==> src/rtl/receiver.sv <==
// UART 8N1 receiver: two-flop synchronised serial input, mid-bit sampling timed by a
// bit-period counter, registered one-cycle data-valid and framing-error pulses.
module receiver #(
    parameter int CLKS_PER_BIT = 16
) (
    input  logic       clk,
    input  logic       rst,
    input  logic       rxd,
    output logic [7:0] rx_data,
    output logic       rx_valid,
    output logic       rx_busy,
    output logic       frame_err
);
    localparam int CNT_W = (CLKS_PER_BIT > 2) ? $clog2(CLKS_PER_BIT) : 1;
    localparam logic [CNT_W-1:0] HALF_LAST = CNT_W'(CLKS_PER_BIT / 2 - 1);
    localparam logic [CNT_W-1:0] FULL_LAST = CNT_W'(CLKS_PER_BIT - 1);

    typedef enum logic [1:0] {
        IDLE  = 2'd0,
        START = 2'd1,
        DATA  = 2'd2,
        STOP  = 2'd3
    } state_t;

    logic [1:0]       sync_r;
    logic             rxd_s;
    logic             rxd_prev_r;
    state_t           state_r;
    logic [CNT_W-1:0] cnt_r;
    logic [2:0]       bit_idx_r;
    logic [7:0]       shift_r;

    assign rxd_s = sync_r[1];

    // Two-flop synchroniser for the asynchronous serial line; idles high out of reset.
    always_ff @(posedge clk or negedge rst) begin
        if (!rst) begin
            sync_r <= 2'b11;
        end else begin
            sync_r <= {sync_r[0], rxd};
        end
    end

    // Receive FSM: the counter is cleared on every accepted sample so each later
    // sample lands one full bit period after the previous one, i.e. at mid-bit.
    always_ff @(posedge clk or negedge rst) begin
        if (!rst) begin
            state_r    <= IDLE;
            rxd_prev_r <= 1'b1;
            cnt_r      <= '0;
            bit_idx_r  <= 3'd0;
            shift_r    <= 8'h00;
            rx_data    <= 8'h00;
            rx_valid   <= 1'b0;
            rx_busy    <= 1'b0;
            frame_err  <= 1'b0;
        end else begin
            rxd_prev_r <= rxd_s;
            rx_valid   <= 1'b0;
            frame_err  <= 1'b0;
            case (state_r)
                IDLE: begin
                    // Edge-triggered start so a line stuck low cannot retrigger.
                    if (rxd_prev_r && !rxd_s) begin
                        state_r   <= START;
                        cnt_r     <= '0;
                        bit_idx_r <= 3'd0;
                        rx_busy   <= 1'b1;
                    end else begin
                        cnt_r <= '0;
                    end
                end
                START: begin
                    if (cnt_r == HALF_LAST) begin
                        cnt_r <= '0;
                        if (!rxd_s) begin
                            state_r <= DATA;
                        end else begin
                            state_r <= IDLE;
                            rx_busy <= 1'b0;
                        end
                    end else begin
                        cnt_r <= cnt_r + CNT_W'(1);
                    end
                end
                DATA: begin
                    if (cnt_r == FULL_LAST) begin
                        cnt_r   <= '0;
                        shift_r <= {rxd_s, shift_r[7:1]};
                        if (bit_idx_r == 3'd7) begin
                            state_r <= STOP;
                        end else begin
                            bit_idx_r <= bit_idx_r + 3'd1;
                        end
                    end else begin
                        cnt_r <= cnt_r + CNT_W'(1);
                    end
                end
                STOP: begin
                    if (cnt_r == FULL_LAST) begin
                        cnt_r   <= '0;
                        state_r <= IDLE;
                        rx_busy <= 1'b0;
                        if (rxd_s) begin
                            rx_data  <= shift_r;
                            rx_valid <= 1'b1;
                        end else begin
                            frame_err <= 1'b1;
                        end
                    end else begin
                        cnt_r <= cnt_r + CNT_W'(1);
                    end
                end
                default: begin
                    state_r <= IDLE;
                    cnt_r   <= '0;
                    rx_busy <= 1'b0;
                end
            endcase
        end
    end
endmodule

==> config.mk <==
export PLATFORM = sky130hd
export DESIGN_NAME = receiver
export DESIGN_NICKNAME = d
export VERILOG_FILES = /design/src/rtl/receiver.sv
export SDC_FILE = /design/constraint.sdc
export NUM_CORES = 1
export LEC_CHECK = 0
export CAP_MARGIN = 25
export CORE_UTILIZATION = 45
export DETAILED_ROUTE_END_ITERATION = 10
export DONT_BUFFER_PORTS = 1
export PLACE_DENSITY_LB_ADDON = 0.25
export SLEW_MARGIN = 0
export SYNTH_ARGS = -nofsm -noshare
export SYNTH_HDL_FRONTEND = slang
export SYNTH_SLANG_ARGS = --single-unit
==> constraint.sdc <==
create_clock -name clk -period 1.85 [get_ports clk]
set_input_delay 0.555 -clock clk [delete_from_list [all_inputs] [get_ports clk]]
set_output_delay 0.555 -clock clk [all_outputs]
set_load 0.03 [all_outputs]
# ---- Yosys cells after proc, flatten, opt, wreduce, memory -nomap -nowiden
# Cells that the tools add are included.
dict set report totals {
  reg_bits 31
  ram_bits 0
  out_inout_bits 11
  elab_cells 61
  mem_count 0
  rom_bits 0
  latchBits 0
}
dict set report op_classes {
  mux 25
  div_mod_pow 0
  reduce_logical 11
  n_lt_le_gt_ge 0
  multipliers 0
  add_sub_neg 2
  n_eq_ne 13
  bitwise 0
  shifts 0
}
# op n
set ops {}
lappend ops {{!= test 2 bit (second input constant)} 7}
lappend ops {{two-way mux 2 bit} 6}
lappend ops {{one-hot mux 4 bit (3 select lines)} 1}
lappend ops {{two-way mux 1 bit} 10}
lappend ops {{AND reduction 5 bit} 2}
lappend ops {{two-way mux 3 bit} 3}
lappend ops {{two-way mux 4 bit} 2}
lappend ops {{one-hot mux 2 bit (4 select lines)} 1}
lappend ops {{one-hot mux 3 bit (2 select lines)} 1}
lappend ops {{adder 4 x 1 -> 4 bit (second input constant)} 1}
lappend ops {{equality test 2 bit (second input constant)} 2}
lappend ops {{equality test 4 x 3 -> 1 bit (second input constant)} 1}
lappend ops {{equality test 4 bit (second input constant)} 1}
lappend ops {{AND reduction 4 bit} 1}
lappend ops {{adder 3 x 1 -> 3 bit (second input constant)} 1}
lappend ops {{equality test 3 bit (second input constant)} 1}
lappend ops {{one-hot mux 1 bit (3 select lines)} 1}
lappend ops {{AND reduction 3 bit} 1}
lappend ops {{nonzero test 3 bit} 1}
lappend ops {{equality test 2 x 1 -> 1 bit (second input constant)} 1}
lappend ops {{logical NOT 2 bit} 1}
lappend ops {{AND reduction 2 bit} 1}
lappend ops {{nonzero test 2 bit} 1}
lappend ops {{OR reduction 2 bit} 1}
lappend ops {{2 further kinds} 2}

# ---- Longest topological paths before layout
# Gate-level depths: netlist of the first run.
dict set report depth {
  ltp_word 4
  mapped_depth 5
  depth_no_buf 5
}

# ---- Worst setup path after synthesis of the first run
# Ideal clock, no wire load.
dict set report synth_timing {
  path_kind {register to register}
  start {register cnt_r[0]}
  end {register rx_data[0]}
  path_buffers 1
  setup_time_ps 125
  required_ps 1725
  stages_incl_launch_ff 6
  t_arrival_ps 1428
  setup_slack_ps 297
  synth_period_minus_slack_ps 1553
  cell_sequence {dfrtp_1 -> ha_1 -> and4_4 -> and3_4 -> buf_6 -> mux2_2}
}
dict set report synth_between {
  elab_chain_cells 2
}
# element line_no
set synth_lines {}
lappend synth_lines {{start: declaration} 29} ;# logic [CNT_W-1:0] cnt_r;
lappend synth_lines {{start signal: assignment} 83} ;# cnt_r <= cnt_r + CNT_W'(1);
lappend synth_lines {{start signal: assignment} 96} ;# cnt_r <= cnt_r + CNT_W'(1);
lappend synth_lines {{start signal: assignment} 111} ;# cnt_r <= cnt_r + CNT_W'(1);
lappend synth_lines {{equality test 4 bit} 100} ;# if (cnt_r == FULL_LAST) begin
lappend synth_lines {{AND reduction 3 bit (no line)} --}
lappend synth_lines {{end signal: assignment} 105} ;# rx_data <= shift_r;
lappend synth_lines {{end: declaration} 9} ;# output logic [7:0] rx_data,
# Every way passes these cells.
# A chain may end at the register's enable or synchronous reset.

# ---- Worst setup path after layout of the first run
dict set report layout_timing {
  start {register cnt_r[0]}
  end {register rx_data[6]}
}
# The elaborated chain is that of the path after synthesis.

==> results of run 1 <==
-- through the flow --
step / hold WS, ps / power, mW / cells / area, um2 / utilization (%)
2_1_floorplan: 259 / 1.11 / 96 / 1290 / -
3_3_place_gp: 260 / 1.13 / 124 / 1310 / 47.7
3_5_place_dp: 260 / 1.15 / 124 / 1310 / 47.7
4_1_cts: 35.0 / 1.60 / 133 / 1390 / 51.0
5_1_grt: 26.2 / 1.68 / 133 / 1390 / 51.0
6_report: 43.5 / 1.59 / 133 / 1390 / 51.0
-- what timing repair did --
item / CTS / global route
setup buffers: 0 / 0
endpoints found under the hold margin: 28 / 0
gates resized for setup: 0 / 0
hold buffers: 1 / 0
setup endpoints to repair: 0 / 0
-- routing by layer --
| layer | track usage (%) | share of wire [%] |
|---|---|---|
| met1 | 20.3 | 48 |
| met2 | 22.0 | 47 |
| met3 | 6.32 | 5.1 |
| met4 | 5.36 | 0.40 |
| met5 | 0 | 0 |
-- registers in the layout (all words and copies together) (netlist names), named ones only --
name and flops:
rxd_prev_r 1, rx_busy 1, sync_r 2, frame_err 1, rx_data 8, state_r 1
bit_idx_r 3, cnt_r 4, shift_r 8, rx_valid 1
-- cells by family after synthesis --
logic type,count (synthesis)
XOR/XNOR,2
flip-flops,31
AND/OR/NAND/NOR,26
multiplexers,19
AO/OA/AOI/OAI,6
adder cells (fa/ha/maj),3
buffers and inverters,9
-- path summary, 6_finish.rpt --
| kind | startpoint | endpoint | slack [ps] | cells past startpoint |
|---|---|---|---|---|
| max | cnt_r[0]$_DFF_PN0_ | rx_data[6]$_DFFE_PN0P_ | 180 | 4 |
| min reg2reg | sync_r[0]$_DFF_PN1_ | sync_r[1]$_DFF_PN1_ | 360 | 0 |
| max reg2reg | cnt_r[0]$_DFF_PN0_ | rx_data[6]$_DFFE_PN0P_ | 180 | 4 |
| max in group asynchronous | rst | cnt_r[0]$_DFF_PN0_ | 1650 | 1 |
| min | rst | bit_idx_r[0]$_DFFE_PN0P_ | 40 | 1 |
| min in group clk | rxd | sync_r[0]$_DFF_PN1_ | 230 | 0 |
-- worst max-delay path: stages, from the launching register on --
cell	delay, ps
dfrtp_1	380
ha_1	290
and4_4	270
and3_4	260
mux2_2	350
-- power by group --
group          switching (mW)  leakage [nW]  total (mW)  internal, mW
Combinational           0.130         0.239       0.254         0.123
Sequential              0.142         0.406       0.903         0.761
Clock                   0.208        0.0386       0.431         0.224
-- placed cells by master (no fill, tap or decap) --
cell,instances
dfrtp_1,28
mux2_2,16
nand2_1,6
inv_1,5
clkbuf_4,5
nor2_1,4
nand3_1,3
mux2i_1,3
ha_1,3
dfstp_2,3
xnor2_1,2
o21ai_0,2
nand4_1,2
clkbuf_8,2
and4_4,1
and3_1,1
nor4_1,1
nor2b_1,1
a211oi_1,1
and3_4,1
nor3_1,1
or4b_4,1
or3_1,1
or4_1,1
and2b_1,1
nor2_2,1
a21boi_0,1
a2bb2oi_1,1
o22a_1,1
clkbuf_1,1
buf_12,1
buf_4,1
-- area by class of cell --
type                            count  share of cell area, %
Clock buffer                        8                   4.94
Inverter                            5                   1.35
Multi-Input combinational cell     56                   33.0
Sequential cell                    31                   55.9
Tap cell                           31                   2.78
Timing Repair Buffer                2                   1.97
==> results.json, run 1 <==
{
  "hold_viol": 0,
  "synth_area_um2": 1290,
  "endpoint_kind": "flop",
  "pre_cts_ws_ps": 187,
  "setup_ws_ps": 179,
  "antenna_cells": 0,
  "clock-sinks": 31,
  "port_buffers": 0,
  "initial_utilization_pct": 47.2,
  "wl_mm": 1.98,
  "finalCritPeriodShare_pct": 90.3,
  "rsz0062_at_grt": "false",
  "async_flop_share_pct": 100,
  "synth_most_common_cell": "dfrtp_1",
  "via_per_inst": 5.47,
  "drt_iter0_drc": 22,
  "synth-edff-count": 0,
  "vias": 728,
  "final_antenna_net_count": 0,
  "drive_above_1_share_pct": 31.4,
  "gp_congestion": 0.726,
  "synth_top_area_share_pct": 54.3,
  "dp_hpwl_mm": 1.32,
  "antenna_found_initial": 0,
  "worstSetupPathType": "reg -> reg",
  "multi_input_area_um2": 460,
  "path_max_fanout": 9,
  "synthFlopType": "dfrtp_1",
  "io_pins": 14,
  "fin_nets": 107,
  "crit_arrival_ps": 1870,
  "ff_latch_area_um2": 779,
  "setup_viol": 0,
  "cts_root_buf": "clkbuf_4",
  "drv_slew": 0,
  "wire_per_inst_um": 14.9,
  "synthAdderAreaFrac_pct": 2.91,
  "syn_avg_cell_area_um2": 13.5,
  "fmax_ghz": 0.598,
  "finalCriticalPeriod_ps": 1670,
  "muxShareOfSynthArea_pct": 16.3,
  "min_path_type": "in -> async",
  "row_count": 19,
  "ys_warn_count": 0,
  "relSlewSlack_pct": 77.7,
  "clockBufferDepth": 2,
  "synth_fp_nets": 102,
  "syn-instance-count": 96,
  "ir_drop_mv": 0.751,
  "cts_made_buffers": 5,
  "setup_total_negative_slack_ps": 0,
  "areaGrowthSynthToFinish_pct": 7.95,
  "insertion_delay_ps": 310,
  "nFillCells": 227,
  "fin_worst_skew_ps": 5.65,
  "cts_max_level": 2,
  "dieArea_um2": 3090,
  "synth-xor-area-share_pct": 1.36,
  "first_pass_iters": 4,
  "synth_area_leaders": "dfrtp_1, mux2_2, dfstp_2",
  "synth-simple-area-share_pct": 11.8,
  "cts_tree": "done",
  "required_ps": 2050,
  "grt_pass1_wl_mm": 3.50,
  "tightest_slew_ps": 334,
  "synth_area_leader_cell": "dfrtp_1",
  "synth_compound_area_share_pct": 3.29,
  "overflow": 0,
  "clkSlewWorstSetupHoldPaths_ps": 90,
  "yosys.cell_types.count": 30,
  "startpoint_type": "flop",
  "outcome": "finished clean",
  "seq_area_frac_synth_pct": 60.4,
  "route.detailed.drc": 0,
  "grt_max_degree": 29,
  "synth_commonest_cells": "dfrtp_1, mux2_2, nand2_1",
  "powerDensity_nw_per_um2": 1140,
  "core_um2": 2730,
  "grt_pass1_vias": 752,
  "p_leak_nw": 0.683,
  "synth_top_family_by_area": "multiplexers",
  "ys_ff_latch": 31,
  "grt_usage_pct": 15.1,
  "max_cap_violations": 0,
  "die_h_um": 55.6,
  "die_w_um": 55.6
}
Note: power is estimated with default switching activity, not from simulation.
==> inputs of run 2 (changes only) <==
--- a/config.mk
+++ b/config.mk
@@ -6,7 +6,7 @@
 export NUM_CORES = 1
 export LEC_CHECK = 0
 export CAP_MARGIN = 25
-export CORE_UTILIZATION = 45
+export CORE_UTILIZATION = 50
 export DETAILED_ROUTE_END_ITERATION = 10
 export DONT_BUFFER_PORTS = 1
 export PLACE_DENSITY_LB_ADDON = 0.25
@@ -14,3 +14,4 @@
 export SYNTH_ARGS = -nofsm -noshare
 export SYNTH_HDL_FRONTEND = slang
 export SYNTH_SLANG_ARGS = --single-unit
+export TNS_END_PERCENT = 1
==> run 2 against run 1 <==
Against the previous run:
- global-route usage increased by 2.3 points
- largest power group unchanged
- fmax grew 1.8%
- flip-flop and latch count stayed put
- count of clock-buffer cells in the layout fell by 1
- critical path depth unchanged
- clock power rose by 3%
- sequential share of layout area down 0.10 points
==> results.json, run 2 (synthesis results as in run 1) <==
{
  "p_sw_uw": 493,
  "required_ps": 2060,
  "wire_per_inst_um": 15.2,
  "power_frac_clock_pct": 27.7,
  "clkSlewWorstSetupHoldPaths_ps": 90,
  "top_regs": "rx_data x8, shift_r x8, cnt_r x4",
  "max_cap_violations": 0,
  "grt_pass1_vias": 662,
  "dieArea_um2": 2790,
  "drv_slew": 0,
  "setup_viol": 0,
  "setup_ws_ps": 208,
  "grt_pass1_wl_mm": 3.23,
  "min_path_type": "in -> async",
  "first_pass_iters": 4,
  "worstSetupPathType": "reg -> reg",
  "finalCriticalPeriod_ps": 1640,
  "pre_cts_ws_ps": 224,
  "io_pins": 14,
  "vias": 736,
  "die_h_um": 52.8,
  "clock-sinks": 31,
  "hold_viol": 0,
  "startpoint_type": "flop",
  "cts_made_buffers": 5,
  "cts_tree": "done",
  "route.detailed.drc": 0,
  "insertion_delay_ps": 310,
  "swShare_pct": 30.8,
  "p_leak_nw": 0.682,
  "ir_drop_mv": 0.763,
  "fin_worst_skew_ps": 2.09,
  "initial_utilization_pct": 52.6,
  "setup_total_negative_slack_ps": 0,
  "fmax_ghz": 0.609,
  "p_seq_share_pct": 56.3,
  "wl_mm": 2.01,
  "relSlewSlack_pct": 77.2,
  "path_max_fanout": 9,
  "antenna_cells": 0,
  "areaGrowthSynthToFinish_pct": 8.14,
  "combPwrFrac_pct": 15.9,
  "hold-worst-slack_ps": 49.9,
  "outcome": "finished clean",
  "drive_above_1_share_pct": 32.4,
  "cts_resized": 0,
  "rsz0062_at_grt": "false",
  "clockBufferDepth": 2,
  "layout_common_cells": "dfrtp_1, mux2_2, nand2_1, inv_1, clkbuf_4",
  "grt_max_degree": 29,
  "drt_iter0_drc": 8,
  "ff_latch_area_um2": 779,
  "multi_input_area_um2": 460,
  "finalCritPeriodShare_pct": 88.8,
  "tightest_slew_ps": 342,
  "via_per_inst": 5.58,
  "endpoint_kind": "flop",
  "cts_max_level": 2,
  "overflow": 0,
  "cts_root_buf": "clkbuf_4",
  "dp_hpwl_mm": 1.29,
  "fin_nets": 107,
  "die_w_um": 52.8,
  "final_common_cell": "dfrtp_1",
  "r2r_setup_slack_ps": 210,
  "row_count": 18,
  "grt_usage_pct": 17.4,
  "post_cts_buffers": 0,
  "port_buffers": 0,
  "crit_arrival_ps": 1850,
  "gp_congestion": 0.813,
  "antenna_found_initial": 0,
  "utilization_pct": 56.9,
  "powerDensity_nw_per_um2": 1140,
  "nFillCells": 202,
  "core_um2": 2450,
  "final_antenna_net_count": 0,
  "p_int_mw": 1.11
}
run 2: cell types whose count changed in the layout (fill, tap and decap cells not counted):
cell,before,now
clkbuf_1,1,0
clkinvlp_4,0,1
run 2: worst paths after layout:
path / startpoint / to / cells past startpoint
min in group clk: rxd / sync_r[0]$_DFF_PN1_ / 0
setup reg to reg: cnt_r[0]$_DFF_PN0_ / rx_data[2]$_DFFE_PN0P_ / 4
hold reg to reg: sync_r[0]$_DFF_PN1_ / sync_r[1]$_DFF_PN1_ / 0
max in group asynchronous: rst / cnt_r[2]$_DFF_PN0_ / 1
setup / recovery: cnt_r[0]$_DFF_PN0_ / rx_data[2]$_DFFE_PN0P_ / 4
hold / removal: rst / shift_r[1]$_DFFE_PN0P_ / 1
run 2: cell type report:
class,instances,share of cell area (%)
sequential,31,55.8
inverter,5,1.34
tap,30,2.69
clock buffer,7,4.66
clock inverter,1,0.538
multi-input combinational,56,33.0
timing repair buffer,2,1.97
run 2: power groups by stage:
stage / clock (mW) / sequential [mW] / combinational, mW
floorplan: 0 / 0.848 / 0.265
global placement: 0 / 0.903 / 0.226
detailed placement: 0 / 0.912 / 0.236
CTS: 0.455 / 0.898 / 0.258
global route: 0.498 / 0.923 / 0.293
finish: 0.443 / 0.901 / 0.255
run 2: worst max-delay path, cell delays in order, from the launching register on:
cell and delay [ps]:
dfrtp_1 380, ha_1 270, and4_4 260, and3_4 270, mux2_2 350
run 2: routing by layer:
| layer | global-route usage (%) | routed length (um) | up-vias |
|---|---|---|---|
| li1 | - | - | 346 |
| met1 | 23.0 | 967 | 359 |
| met2 | 23.2 | 862 | 24 |
| met3 | 7.83 | 128 | 7 |
| met4 | 9.65 | 46 | 0 |
| met5 | 0 | 0 | - |
run 2: what timing repair did:
item	CTS	global route
setup endpoints to repair	0	0
hold buffers	1	0
endpoints found under the hold margin	28	0
run 2: through the flow:
stage / power (mW) / cell area (um2) / cells
2_1_floorplan: 1.11 / 1290 / 96
3_3_place_gp: 1.13 / 1300 / 123
3_5_place_dp: 1.15 / 1300 / 123
4_1_cts: 1.61 / 1400 / 132
5_1_grt: 1.71 / 1400 / 132
6_report: 1.60 / 1400 / 132
==> inputs of run 3 (changes only) <==
--- a/config.mk
+++ b/config.mk
@@ -9,9 +9,9 @@
 export CORE_UTILIZATION = 50
 export DETAILED_ROUTE_END_ITERATION = 10
 export DONT_BUFFER_PORTS = 1
+export MAX_ROUTING_LAYER = met4
 export PLACE_DENSITY_LB_ADDON = 0.25
 export SLEW_MARGIN = 0
 export SYNTH_ARGS = -nofsm -noshare
 export SYNTH_HDL_FRONTEND = slang
 export SYNTH_SLANG_ARGS = --single-unit
-export TNS_END_PERCENT = 1
==> run 3 against run 2 <==
Against the previous run:
- clock power about the same
- die area unchanged
- combinational power barely moved
- utilization unchanged
- clock skew is essentially flat
- final cell count unchanged
- design area unchanged
- critical path type unchanged
- largest power group unchanged
==> results.json, run 3 (synthesis results as in run 1) <==
{
  "grt_pass1_wl_mm": 3.24,
  "min_path_type": "in -> async",
  "post_cts_buffers": 0,
  "fin_nets": 107,
  "placed_cells": 123,
  "cts_max_level": 2,
  "max_cap_violations": 0,
  "insertion_delay_ps": 310,
  "startpoint_type": "flop",
  "io_pins": 14,
  "p_leak_nw": 0.682,
  "multi_input_area_um2": 460,
  "grt_max_degree": 29,
  "finalCriticalPeriod_ps": 1640,
  "ff_latch_area_um2": 779,
  "vias": 737,
  "drive_above_1_share_pct": 32.4,
  "power.total_mw": 1.60,
  "first_pass_iters": 4,
  "cts_tree": "done",
  "powerDensity_nw_per_um2": 1150,
  "pre_cts_ws_ps": 224,
  "die_w_um": 52.8,
  "setup_viol": 0,
  "overflow": 0,
  "setup_ws_ps": 208,
  "cts_root_buf": "clkbuf_4",
  "tightest_slew_ps": 347,
  "relSlewSlack_pct": 76.9,
  "core_um2": 2450,
  "dieArea_um2": 2790,
  "layout_common_cells": "dfrtp_1, mux2_2, nand2_1, inv_1, clkbuf_4",
  "gp_congestion": 0.825,
  "ir_drop_mv": 0.764,
  "crit_arrival_ps": 1850,
  "crit_slowest_cell": "dfrtp_1",
  "nFillCells": 202,
  "fin_cells": 132,
  "fin_worst_skew_ps": 2.22,
  "fmax_ghz": 0.609,
  "hold_viol": 0,
  "dp_hpwl_mm": 1.29,
  "final_antenna_net_count": 0,
  "hold-worst-slack_ps": 51.0,
  "top_regs": "rx_data x8, shift_r x8, cnt_r x4",
  "cts_made_buffers": 5,
  "initial_utilization_pct": 52.6,
  "clkSlewWorstSetupHoldPaths_ps": 90,
  "rsz0062_at_grt": "false",
  "finalCritPeriodShare_pct": 88.8,
  "antenna_cells": 0,
  "slowest_delay_ps": 380,
  "setup_total_negative_slack_ps": 0,
  "grt_pass1_vias": 662,
  "wl_mm": 2.01,
  "wire_per_inst_um": 15.2,
  "route.detailed.drc": 0,
  "endpoint_kind": "flop",
  "drv_slew": 0,
  "die_h_um": 52.8,
  "clockBufferDepth": 2,
  "path_max_fanout": 9,
  "port_buffers": 0,
  "clock-sinks": 31,
  "outcome": "finished clean",
  "r2r_setup_slack_ps": 210,
  "areaGrowthSynthToFinish_pct": 8.14,
  "required_ps": 2060,
  "worstPathCellList": "ha_1, and4_4, and3_4, mux2_2",
  "row_count": 18,
  "grt_usage_pct": 18.0,
  "worstSetupPathType": "reg -> reg",
  "utilization_pct": 56.9,
  "cts_hold_buf": 1,
  "placed_area_um2": 1300,
  "cts_resized": 0,
  "drt_iter0_drc": 11,
  "stdcell_area_um2": 1400,
  "antenna_found_initial": 0,
  "final_common_cell": "dfrtp_1",
  "via_per_inst": 5.58
}
run 3: cell counts in the layout (fill, tap and decap cells not counted):
No cell type changed its count.
run 3: final cells by class:
type                       instances  area share, %
inverter                           5           1.34
sequential                        31           55.8
clock buffer                       7           4.66
tap                               30           2.69
clock inverter                     1          0.538
timing repair buffer               2           1.97
multi-input combinational         56           33.0
run 3: critical path: cells and delay by family, from the launching register on:
kind,cells,cell delay [ps]
AND/OR/NAND/NOR,2,530
adder cells (fa/ha/maj),1,270
multiplexers,1,350
flip-flops,1,380
run 3: final timing paths:
kind / cells past startpoint / end / start
setup / recovery: 4 / rx_data[2]$_DFFE_PN0P_ / cnt_r[0]$_DFF_PN0_
hold / removal: 1 / shift_r[1]$_DFFE_PN0P_ / rst
min in group clk: 0 / sync_r[0]$_DFF_PN1_ / rxd
hold reg to reg: 0 / sync_r[1]$_DFF_PN1_ / sync_r[0]$_DFF_PN1_
max in group asynchronous: 1 / cnt_r[2]$_DFF_PN0_ / rst
setup reg to reg: 4 / rx_data[2]$_DFFE_PN0P_ / cnt_r[0]$_DFF_PN0_
run 3: per-layer routing:
metal | share of wire [%] | GRT usage [%]
met5 | 0 | -
met4 | 2.3 | 9.65
met3 | 5.8 | 8.70
met2 | 43 | 23.2
met1 | 49 | 23.0
run 3: where the power goes:
part / internal, mW / switching [mW]
clock: 0.222 / 0.221
sequential: 0.761 / 0.141
combinational: 0.123 / 0.132
total: 1.11 / 0.493
